$ cat config.mk
export PLATFORM = sky130hd
export DESIGN_NAME = puf_soc_ro_ctrl
export DESIGN_NICKNAME = d
export VERILOG_FILES = /design/src/rtl/puf_soc_ro_ctrl.sv
export SDC_FILE = /design/constraint.sdc
export NUM_CORES = 1
export LEC_CHECK = 0
export ABC_AREA = 0
export ABC_CLOCK_PERIOD_IN_PS = 2790
export CAP_MARGIN = 20
export CORE_MARGIN = 5
export CORE_UTILIZATION = 52
export DETAILED_ROUTE_END_ITERATION = 16
export GPL_ROUTABILITY_DRIVEN = 1
export PLACE_DENSITY_LB_ADDON = 0.3
export SLEW_MARGIN = 20
export SYNTH_ARGS = -nofsm -noshare
export SYNTH_HDL_FRONTEND = slang
export SYNTH_SLANG_ARGS = --single-unit
$ cat constraint.sdc
create_clock -name i_clk -period 2.79 [get_ports i_clk]
set_input_delay 0.279 -clock i_clk [delete_from_list [all_inputs] [get_ports i_clk]]
set_output_delay 0.279 -clock i_clk [all_outputs]
set_load 0.005 [all_outputs]
$ cat src/rtl/puf_soc_ro_ctrl.sv
// RO-PUF measurement sequencer: enables one RO pair for a window,
// lets the counters settle, then compares them into a response bit.
module puf_soc_ro_ctrl #(
    parameter int NUM_RO       = 16,
    parameter int SEL_W        = 4,
    parameter int CNT_BIT_SIZE = 16,
    parameter int WIN_W        = 12,
    parameter int SETTLE_CYC   = 4
) (
    input  logic                    i_clk,
    input  logic                    i_rst_n,
    input  logic                    i_start,
    input  logic                    i_abort,
    input  logic [SEL_W-1:0]        i_chal_a,
    input  logic [SEL_W-1:0]        i_chal_b,
    input  logic [WIN_W-1:0]        i_win_len,
    input  logic [CNT_BIT_SIZE-1:0] i_cnt_a,
    input  logic [CNT_BIT_SIZE-1:0] i_cnt_b,
    output logic [NUM_RO-1:0]       o_ro_en,
    output logic [SEL_W-1:0]        o_sel_a,
    output logic [SEL_W-1:0]        o_sel_b,
    output logic                    o_cnt_clr,
    output logic                    o_busy,
    output logic                    o_done,
    output logic                    o_resp,
    output logic                    o_tie,
    output logic                    o_err,
    output logic [CNT_BIT_SIZE-1:0] o_diff
);

    localparam int SET_W = $clog2(SETTLE_CYC + 1);
    localparam logic [SEL_W:0] LP_NUM = (SEL_W + 1)'(NUM_RO);

    typedef enum logic [2:0] {
        S_IDLE,
        S_CLR,
        S_RUN,
        S_DRAIN,
        S_CMP,
        S_DONE
    } state_t;

    state_t                  r_state;
    logic [WIN_W-1:0]        r_win_cnt;
    logic [SET_W-1:0]        r_set_cnt;

    logic                    w_valid;
    logic [NUM_RO-1:0]       w_pair;
    logic                    w_gt;
    logic                    w_eq;
    logic [CNT_BIT_SIZE-1:0] w_diff;

    always_comb begin
        w_valid = (i_chal_a != i_chal_b)
               && ({1'b0, i_chal_a} < LP_NUM)
               && ({1'b0, i_chal_b} < LP_NUM)
               && (i_win_len != '0);
        w_pair  = (NUM_RO'(1) << o_sel_a) | (NUM_RO'(1) << o_sel_b);
        w_gt    = (i_cnt_a > i_cnt_b);
        w_eq    = (i_cnt_a == i_cnt_b);
        // Subtract the smaller from the larger so no bit is lost
        w_diff  = w_gt ? (i_cnt_a - i_cnt_b) : (i_cnt_b - i_cnt_a);
    end

    assign o_busy = (r_state != S_IDLE);

    always_ff @(posedge i_clk or negedge i_rst_n) begin
        if (!i_rst_n) begin
            r_state   <= S_IDLE;
            r_win_cnt <= '0;
            r_set_cnt <= '0;
            o_ro_en   <= '0;
            o_sel_a   <= '0;
            o_sel_b   <= '0;
            o_cnt_clr <= 1'b0;
            o_done    <= 1'b0;
            o_resp    <= 1'b0;
            o_tie     <= 1'b0;
            o_err     <= 1'b0;
            o_diff    <= '0;
        end else begin
            o_done    <= 1'b0;
            o_cnt_clr <= 1'b0;
            unique case (r_state)
                S_IDLE: begin
                    if (i_start) begin
                        o_sel_a   <= i_chal_a;
                        o_sel_b   <= i_chal_b;
                        r_win_cnt <= i_win_len;
                        o_tie     <= 1'b0;
                        o_resp    <= 1'b0;
                        if (w_valid) begin
                            o_err     <= 1'b0;
                            o_cnt_clr <= 1'b1;
                            r_state   <= S_CLR;
                        end else begin
                            o_err   <= 1'b1;
                            o_done  <= 1'b1;
                            r_state <= S_DONE;
                        end
                    end
                end
                S_CLR: begin
                    if (i_abort) begin
                        o_err   <= 1'b1;
                        r_state <= S_IDLE;
                    end else begin
                        o_ro_en <= w_pair;
                        r_state <= S_RUN;
                    end
                end
                S_RUN: begin
                    if (i_abort) begin
                        o_ro_en <= '0;
                        o_err   <= 1'b1;
                        r_state <= S_IDLE;
                    end else if (r_win_cnt == WIN_W'(1)) begin
                        o_ro_en   <= '0;
                        r_set_cnt <= SET_W'(SETTLE_CYC);
                        r_state   <= S_DRAIN;
                    end else begin
                        r_win_cnt <= r_win_cnt - WIN_W'(1);
                    end
                end
                S_DRAIN: begin
                    if (i_abort) begin
                        o_err   <= 1'b1;
                        r_state <= S_IDLE;
                    end else if (r_set_cnt == SET_W'(1)) begin
                        r_state <= S_CMP;
                    end else begin
                        r_set_cnt <= r_set_cnt - SET_W'(1);
                    end
                end
                S_CMP: begin
                    o_resp  <= w_gt;
                    o_tie   <= w_eq;
                    o_diff  <= w_diff;
                    o_done  <= 1'b1;
                    r_state <= S_DONE;
                end
                S_DONE: begin
                    r_state <= S_IDLE;
                end
                default: begin
                    r_state <= S_IDLE;
                end
            endcase
        end
    end

endmodule

# Word level (Yosys, flattened, before mapping)
# Cells that the tools add are included.
word_totals:
  regBits: 63
  in_bits: 56
  output_inout_bits: 46
  wordCells: 89
op_classes:
  add_sub_neg: 4
  magnitude_cmp: 1
  eq_ne: 18
  shift: 2
  mux: 34
  bitwise_logic: 1
  n_reduce_logical: 17
op_table:
  columns: ["operator", "n"]
  rows:
  - ["16-bit 2-to-1 mux", 4]
  - ["12-bit 2-to-1 mux", 3]
  - ["16-bit one-hot mux with 2 select lines", 1]
  - ["1-bit by 4-bit left shift with 16-bit output, first input constant", 2]
  - ["16-bit subtractor", 2]
  - ["3-bit 2-to-1 mux", 10]
  - ["12-bit one-hot mux with 2 select lines", 1]
  - ["16-bit == test", 1]
  - ["16-bit > comparator", 1]
  - ["16-bit OR", 1]
  - ["3-bit one-hot mux with 5 select lines", 1]
  - ["2-bit inequality test, second input constant", 7]
  - ["12-bit by 1-bit == test with 1-bit output, second input constant", 1]
  - ["12-bit nonzero test", 1]
  - ["12-bit by 1-bit subtractor with 12-bit output, second input constant", 1]
  - ["2-bit nonzero test", 5]
  - ["3-bit AND reduction", 3]
  - ["1-bit 2-to-1 mux", 8]
  - ["1-bit one-hot mux with 2 select lines", 4]
  - ["3-bit by 1-bit == test with 1-bit output, second input constant", 2]
  - ["3-bit by 2-bit == test with 1-bit output, second input constant", 2]
  - ["3-bit inequality test, second input constant", 2]
  - ["3-bit one-hot mux with 2 select lines", 1]
  - ["5-bit AND reduction", 1]
  - ["11 further kinds", 12]

# Depth between registers and ports, before layout
# Gate-level depths: netlist (run 1).
logic_depth:
  depth_word: 5
  ltp_mapped: 11
  ltp_nobuf: 10

# Least setup slack after synthesis (run 1)
# No wires, ideal clock.
synth_path:
  path_type: "in2reg"
  from: "input i_cnt_a[14]"
  to: "register o_diff[8]"
  setup_ns: 0.132
  t_arrival_ns: 2.095
  required_time_ns: 2.658
  slack_ns: 0.563
  path_stages: 11
  n_path_buf: 2
  cell_sequence: "inv_1 -> ha_1 -> buf_6 -> nand4_2 -> or4_4 -> o21ai_4 -> a21o_4 -> buf_6 -> mux2i_1 -> xnor2_1 -> o21ai_1"
synth_between:
  elab_chain_cells: 2
synth_lines:
  columns: ["element", "line_no", "text"]
  rows:
  - ["start: declaration", "17", "input logic [CNT_BIT_SIZE-1:0] i_cnt_a,"]
  - ["16-bit > comparator", "59", "w_gt = (i_cnt_a > i_cnt_b);"]
  - ["16-bit 2-to-1 mux", "62", "w_diff = w_gt ? (i_cnt_a - i_cnt_b) : (i_cnt_b - i_cnt_a);"]
  - ["end signal: assignment", "138", "o_diff <= w_diff;"]
  - ["end: declaration", "28", "output logic [CNT_BIT_SIZE-1:0] o_diff"]
# No other way between the ends.
# A chain may end at the register's enable or synchronous reset.

# Worst setup path after layout (run 1)
layout_path:
  from: "input i_cnt_a[0]"
  to: "register o_diff[15]"
layout_between:
  elab_chain_cells: 2
  elab_cells_between_ends: 4
  classes_between: "add/sub (2); order compare (1); mux (1)"
layout_lines:
  columns: ["element", "line_no"]
  rows:
  - ["16-bit subtractor or 16-bit > comparator (tied branches)", "62, 59"]
  - ["16-bit 2-to-1 mux *", "62"]
# Every way passes the cells marked *; elsewhere a longest branch is shown, timed or not.

==> summary.json, run 1 <==
{
  "run_status": {
    "status": "finished, final reports clean"
  },
  "grt": {
    "grt_use_total_pct": 24.1,
    "vias_in_the_first_global_route": 4735,
    "wire_length_of_the_first_global_routing_pass_mm": 22.5,
    "globalRouteOverflowTotal": 0,
    "antenna_violations_before_repair": 0,
    "pin_count_of_the_biggest_net_entering_global_routing": 33
  },
  "yosys": {
    "yosysWarningCount": 0,
    "share_of_async_settable_or_async_resettable_flops_after_synthesis_pct": 100,
    "post_synth_inst_count": 618,
    "synth_flop_cell": "dfrtp_1",
    "netlist.area_leader.share_pct": 32.4,
    "ys_types": 62,
    "ys_seq_area_share_pct": 32.4,
    "post-synth-top-area-cell": "dfrtp_1",
    "post_synth_instance_area_sq_um": 4870,
    "count_of_flip_flops_with_a_built_in_enable_after_synthesis": 0,
    "synth_area_leaders": "dfrtp_1, ha_1, nand2_1",
    "synthesis.nets": 711,
    "synth.avg_cell_area_sq_um": 7.88,
    "synth.ff_latch_count": 63
  },
  "timing": {
    "max_freq_ghz": 0.390,
    "rsz_0062_raised_after_global_routing": "false",
    "finalCriticalPeriod_ns": 2.57,
    "hold_violations": 0,
    "worst_slew_pin_slew_ns": 0.811,
    "clock_skew_ns": 0.00752,
    "postLayoutSetupSlackWorst_ns": 0.223,
    "finalCritPeriodShare_pct": 92.0,
    "timing.setup.tns_ns": 0,
    "finalMaxSlewViolations": 0,
    "normalized_max_slew_margin_pct": 45.9,
    "setup_viol_count_final": 0
  },
  "finish": {
    "layout_commonest_cell": "clkdlybuf4s50_1",
    "syn2layout_area_growth_pct": 30.7,
    "final_layout_size_suffix_gt1_share_pct": 10.0,
    "instances_no_fill": 851,
    "combined_area_of_the_multi_input_logic_cells_sq_um": 2940,
    "regArea_sq_um": 1580,
    "nets": 829,
    "filler_cell_count": 756,
    "layout_common_cells": "clkdlybuf4s50_1, nand2_1, dfrtp_1, o21ai_0, inv_1",
    "num_antenna_cells": 0,
    "fin_area_sq_um": 6360
  },
  "pwr": {
    "report.power.total_mw": 4.87,
    "power.combinational.fraction_pct": 48.4,
    "part_of_the_power_in_registers_pct": 35.4,
    "clock_power_share_pct": 16.3,
    "worst_ir_drop_vdd_v": 0.000317,
    "switching_portion_of_total_power_pct": 39.9,
    "internal-power_mw": 2.92,
    "power_per_unit_of_standard_cell_area_nw_per_um2": 765,
    "cellLeakagePower_nw": 2.88,
    "switchingPower_mw": 1.94
  },
  "drt": {
    "detailedRoute.firstPassIterationCount": 5,
    "avgRoutedWirePerCell_um": 15.9,
    "detail_route.iter0.violations": 313,
    "post_drt_via_cell_ratio": 5.79,
    "drcViolationCount": 0,
    "routed_wirelength_mm": 13.5,
    "number_of_nets_with_antenna_violations_after_detailed_routing": 0,
    "vias": 4927
  },
  "placed_design": {
    "gp_congestion": 0.869,
    "post-place-ws_ns": -0.126,
    "place_hpwl_mm": 10.6,
    "detailed_place.area_sq_um": 6160,
    "placed_cells_incl_taps": 835,
    "io_buffers": 101
  },
  "clocking": {
    "tritoncts": "yes",
    "clk-insertion-delay-late_ns": 0.34,
    "cts.sink_count": 63,
    "cell_at_the_root_of_the_clock_tree": "clkbuf_8",
    "cts.reportedPaths.clkPinSlew_ns": 0.07,
    "buffer_depth_of_the_longest_clock_path": 2,
    "inserted_clock_buffers": 9,
    "cts_htree_levels": 3
  },
  "worst_setup_path": {
    "endpoint_kind": "flop",
    "worst-endpoint-required_ns": 3.04,
    "worst_setup_path_start_kind": "input port",
    "cp_max_fo": 12,
    "worstSetupPathType": "in -> reg",
    "worst-endpoint-arrival_ns": 2.81
  },
  "flow_run": {
    "cap_violations": 0
  },
  "floorplanning": {
    "core_region_area_sq_um": 9200,
    "start_util_pct": 52.9,
    "fp.dieH_um": 107,
    "placement_rows": 35,
    "io_pins": 102,
    "floorplan.die.width_um": 107,
    "design.die.area_sq_um": 11400
  },
  "worst_hold_path": {
    "min-delay-path-class": "in -> async"
  }
}
-- synthesized netlist by cell type, types with 4 or more instances --
| cell | instances |
|---|---|
| a22oi_1 | 4 |
| a31oi_1 | 7 |
| o21a_1 | 5 |
| o22ai_1 | 11 |
| o21ai_1 | 16 |
| xnor2_1 | 8 |
| inv_1 | 45 |
| nor2_1 | 35 |
| ha_1 | 35 |
| a21o_1 | 5 |
| a211oi_1 | 6 |
| o21ai_0 | 51 |
| a21oi_1 | 39 |
| nand4_1 | 7 |
| nand2b_1 | 20 |
| nor2b_1 | 10 |
| mux2i_1 | 12 |
| o31a_1 | 4 |
| and2_1 | 4 |
| dfrtp_1 | 63 |
| xor2_1 | 5 |
| o211ai_1 | 4 |
| nor4_1 | 6 |
| nand3_1 | 15 |
| buf_2 | 10 |
| clkbuf_1 | 21 |
| nor3_1 | 25 |
| nand2_1 | 93 |
-- cells by family (layout without fill, tap and decap cells) --
family | Yosys count | in the layout | share of synthesized area, %
and+or+nand+nor | 233 | 233 | 23.0
buffers and inverters | 82 | 204 | 7.27
muxes | 13 | 13 | 2.70
adders and majority gates | 37 | 37 | 9.82
AOI/OAI and AO/OA | 177 | 177 | 22.5
xor gates and xnor gates | 13 | 13 | 2.34
DFF | 63 | 63 | 32.4
-- power by group through the flow --
| stage | clock, mW | combinational (mW) | sequential (mW) |
|---|---|---|---|
| finish | 0.791 | 2.35 | 1.72 |
| floorplan | 0 | 1.41 | 1.56 |
| detailed placement | 0 | 2.33 | 1.72 |
| global placement | 0 | 2.26 | 1.70 |
| global route | 0.849 | 2.62 | 1.78 |
| CTS | 0.804 | 2.36 | 1.71 |
-- state kept, by name (all words and copies together) (netlist names) --
register,count
o_diff,16
r_set_cnt,3
o_sel_b,4
o_done,1
o_cnt_clr,1
r_state,3
r_win_cnt,12
o_sel_a,4
o_ro_en,16
o_err,1
o_resp,1
o_tie,1
-- final cells by class --
cell class | instances | area share [%]
Clock buffer | 11 | 2.38
Clock inverter | 4 | 0.708
Inverter | 45 | 2.65
Multi-Input combinational cell | 473 | 46.2
Sequential cell | 63 | 24.8
Tap cell | 111 | 2.18
Timing Repair Buffer | 144 | 21.1
-- worst max-delay path, cell delays in order --
cell and delay, ns:
clkdlybuf4s50_1 0.48, inv_1 0.05, ha_1 0.21, fa_1 0.39
nand2b_1 0.17, a21oi_1 0.19, o21ai_1 0.17, a21o_4 0.30
and3_1 0.18, o21a_1 0.20, o31ai_2 0.18
-- repair_timing --
item,4_1_cts,5_1_grt
resized for setup,0,0
hold buffers,1,0
buffers inserted,0,0
hold endpoints to repair,15,0
-- metrics by stage --
step | hold WS [ns] | util [%]
final | 0.380 | 69.2
after global routing | 0.403 | 69.2
after CTS | 0.379 | 69.2
after detailed placement | 0.212 | 66.9
after global placement | 0.207 | 66.9
after floorplan | -0.0166 | -
-- routing by layer --
metal / part of all wire, % / global-route usage [%] / vias to the layer above
met2: 50 / 41.7 / 220
met3: 7.4 / 4.21 / 16
met4: 1.6 / 8.22 / 0
met1: 41 / 30.5 / 2303
li1: - / - / 2388
met5: 0 / 0 / -
-- final timing paths --
check                             start          to  slack (ns)  cells after the start
hold reg to reg              o_ro_en[4]  o_ro_en[4]        0.48                      2
setup / recovery             i_cnt_a[0]  o_diff[15]        0.22                     11
min in group i_clk           o_ro_en[4]  o_ro_en[4]        0.48                      2
max in group asynchronous       i_rst_n  r_state[0]        1.73                      3
hold / removal                  i_rst_n  o_ro_en[3]        0.38                      2
setup reg to reg           r_win_cnt[6]  o_ro_en[8]        0.43                      7
Power figures use the tool's default switching activity.
==> run 2, diff against run 1 <==
Settings changed: ABC_CLOCK_PERIOD_IN_PS 2790 to unset, CORE_UTILIZATION 52 to 55.
Clock period 2.79 ns to 3.3 ns, I/O delays scaled along.
==> run 2 against run 1 <==
Wire length is 5.1% lower. Sequential power is 15% lower. Setup slack better by 0.24 ns. Count of clock-buffer cells in the layout increased by 2. Combinational power down 18%. Die area decreased by 4.9%. Clock skew about the same. Register-to-register slack improved by 0.48 ns. First-iteration DRC count up 1.9%. Design area shrank 4.2%. Cell count fell by 4.1%. Critical path depth down 1. Largest cell class unchanged.
==> summary.json, run 2 (synthesis results as in run 1) <==
{
  "finish": {
    "nets": 796,
    "layout_commonest_cell": "clkdlybuf4s50_1",
    "regArea_sq_um": 1580,
    "final_layout_size_suffix_gt1_share_pct": 5.93,
    "filler_cell_count": 724,
    "combined_area_of_the_multi_input_logic_cells_sq_um": 2940,
    "fin_area_sq_um": 6100,
    "reg.largest.list": "o_diff x16, o_ro_en x16, r_win_cnt x12",
    "layout_common_cells": "clkdlybuf4s50_1, nand2_1, dfrtp_1, o21ai_0, inv_1",
    "syn2layout_area_growth_pct": 25.2,
    "num_antenna_cells": 0,
    "final_core_occ_pct": 70.2
  },
  "clocking": {
    "inserted_clock_buffers": 9,
    "clk-insertion-delay-late_ns": 0.33,
    "post-cts-setup-buffer-count": 0,
    "cts.sink_count": 63,
    "cts_htree_levels": 3,
    "cell_at_the_root_of_the_clock_tree": "clkbuf_8",
    "tritoncts": "yes",
    "buffer_depth_of_the_longest_clock_path": 2,
    "cts.reportedPaths.clkPinSlew_ns": 0.06
  },
  "floorplanning": {
    "start_util_pct": 56.1,
    "fp.dieH_um": 104,
    "design.die.area_sq_um": 10800,
    "placement_rows": 34,
    "floorplan.die.width_um": 104,
    "core_region_area_sq_um": 8680,
    "io_pins": 102
  },
  "worst_setup_path": {
    "crit_chain": "clkdlybuf4s50_1, inv_1, ha_1, nand4_1, or4_4, o21ai_4, a21o_4, o21ai_1, or4_1, nand3_1",
    "critPathSlowestCell": "or4_4",
    "cp_max_fo": 13,
    "endpoint_kind": "flop",
    "r2r_end": "o_ro_en[7]",
    "worst-endpoint-arrival_ns": 3.10,
    "r2r_cells": 7,
    "worst_setup_slack_for_register_to_register_paths_ns": 0.91,
    "worstReg2RegStart": "r_win_cnt[6]",
    "max_stage_delay_ns": 0.56,
    "worst_setup_path_start_kind": "input port",
    "worstSetupPathType": "in -> reg",
    "worst-endpoint-required_ns": 3.56
  },
  "drt": {
    "routed_wirelength_mm": 12.8,
    "detailedRoute.firstPassIterationCount": 5,
    "avgRoutedWirePerCell_um": 15.7,
    "drcViolationCount": 0,
    "post_drt_via_cell_ratio": 5.96,
    "vias": 4861,
    "detail_route.iter0.violations": 319,
    "number_of_nets_with_antenna_violations_after_detailed_routing": 0
  },
  "run_status": {
    "status": "finished, final reports clean"
  },
  "pwr": {
    "cellLeakagePower_nw": 2.72,
    "power_per_unit_of_standard_cell_area_nw_per_um2": 659,
    "worst_ir_drop_vdd_v": 0.000268
  },
  "timing": {
    "normalized_max_slew_margin_pct": 45.2,
    "rsz_0062_raised_after_global_routing": "false",
    "setup_viol_count_final": 0,
    "clock_skew_ns": 0.00784,
    "finalCriticalPeriod_ns": 2.84,
    "finalCritPeriodShare_pct": 86.0,
    "finalMaxSlewViolations": 0,
    "worst_hold_slack_ns": 0.478,
    "hold_violations": 0,
    "worst_slew_pin_slew_ns": 0.822,
    "max_freq_ghz": 0.352,
    "timing.setup.tns_ns": 0
  },
  "grt": {
    "antenna_violations_before_repair": 0,
    "vias_in_the_first_global_route": 4722,
    "grt_use_total_pct": 23.3,
    "globalRouteOverflowTotal": 0,
    "pin_count_of_the_biggest_net_entering_global_routing": 43,
    "wire_length_of_the_first_global_routing_pass_mm": 21.7
  },
  "placed_design": {
    "io_buffers": 101,
    "detailed_place.area_sq_um": 5890,
    "place_hpwl_mm": 10.1,
    "gp_congestion": 0.980
  },
  "worst_hold_path": {
    "hold-path-endpoint": "o_ro_en[13]",
    "min-delay-path-class": "reg -> reg",
    "worstHoldPathCells": 2,
    "min_from": "o_ro_en[13]"
  },
  "flow_run": {
    "cap_violations": 0
  }
}
## run 2: cell types whose count changed in the layout (fill, tap and decap cells not counted)
cell	delta
clkbuf_8	+2
bufinv_16	-1
buf_12	-1
buf_4	-32
## run 2: layout make-up
type	instances	area share, %
inverter	45	2.77
clock inverter	3	0.246
tap	108	2.22
timing repair buffer	111	17.8
clock buffer	13	2.94
sequential	63	25.9
multi-input combinational	473	48.2
## run 2: worst max-delay path, delay by kind of cell
| family | cells | cell delay (ns) |
|---|---|---|
| compound gates | 3 | 0.47 |
| buf+inv | 2 | 0.53 |
| simple gates | 4 | 1.31 |
| fa+ha+maj | 1 | 0.45 |
## run 2: routing by layer
| metal | vias to the layer above | wire length (um) | global-route usage [%] |
|---|---|---|---|
| met3 | 33 | 836 | 4.90 |
| met5 | - | 0 | 0 |
| li1 | 2329 | - | - |
| met4 | 0 | 312 | 7.96 |
| met2 | 207 | 6410 | 39.5 |
| met1 | 2292 | 5270 | 29.3 |
## run 2: worst max-delay path by stage
| stage | start | endpoint | slack, ns | depth (start not counted) |
|---|---|---|---|---|
| 6_report | i_cnt_a[11] | o_diff[9] | 0.46 | 10 |
| 5_1_grt | i_cnt_a[10] | o_diff[2] | 0.39 | 10 |
| 4_1_cts | i_cnt_a[11] | o_diff[9] | 0.50 | 10 |
| 3_5_place_dp | i_cnt_a[11] | o_diff[9] | 0.15 | 10 |
| 3_3_place_gp | i_cnt_a[14] | o_diff[9] | 0.32 | 10 |
| 2_1_floorplan | i_cnt_a[14] | o_diff[8] | 1.02 | 11 |
## run 2: repair_timing
item	CTS	global route
endpoints found under the hold margin	21	0
resized for setup	0	0
hold buffers	1	0
## run 2: where the power goes
part | internal [mW] | switching, mW
clock | 0.351 | 0.280
combinational | 0.958 | 0.968
sequential | 1.09 | 0.373
## run 2: per-stage QoR
step / setup WS (ns) / power [mW] / std cells
detailed placement: 0.153 / 3.38 / 799
finish: 0.461 / 4.02 / 816
global placement: 0.321 / 3.27 / 799
global route: 0.390 / 4.32 / 816
CTS: 0.498 / 4.02 / 816
floorplan: 1.02 / 2.51 / 618
==> run 3, diff against run 2 <==
Settings changed: HOLD_SLACK_MARGIN set to 0.03, TNS_END_PERCENT set to 100.
==> results of run 3 <==
No change in the layout: final DEF, timing and power equal those of run 2.
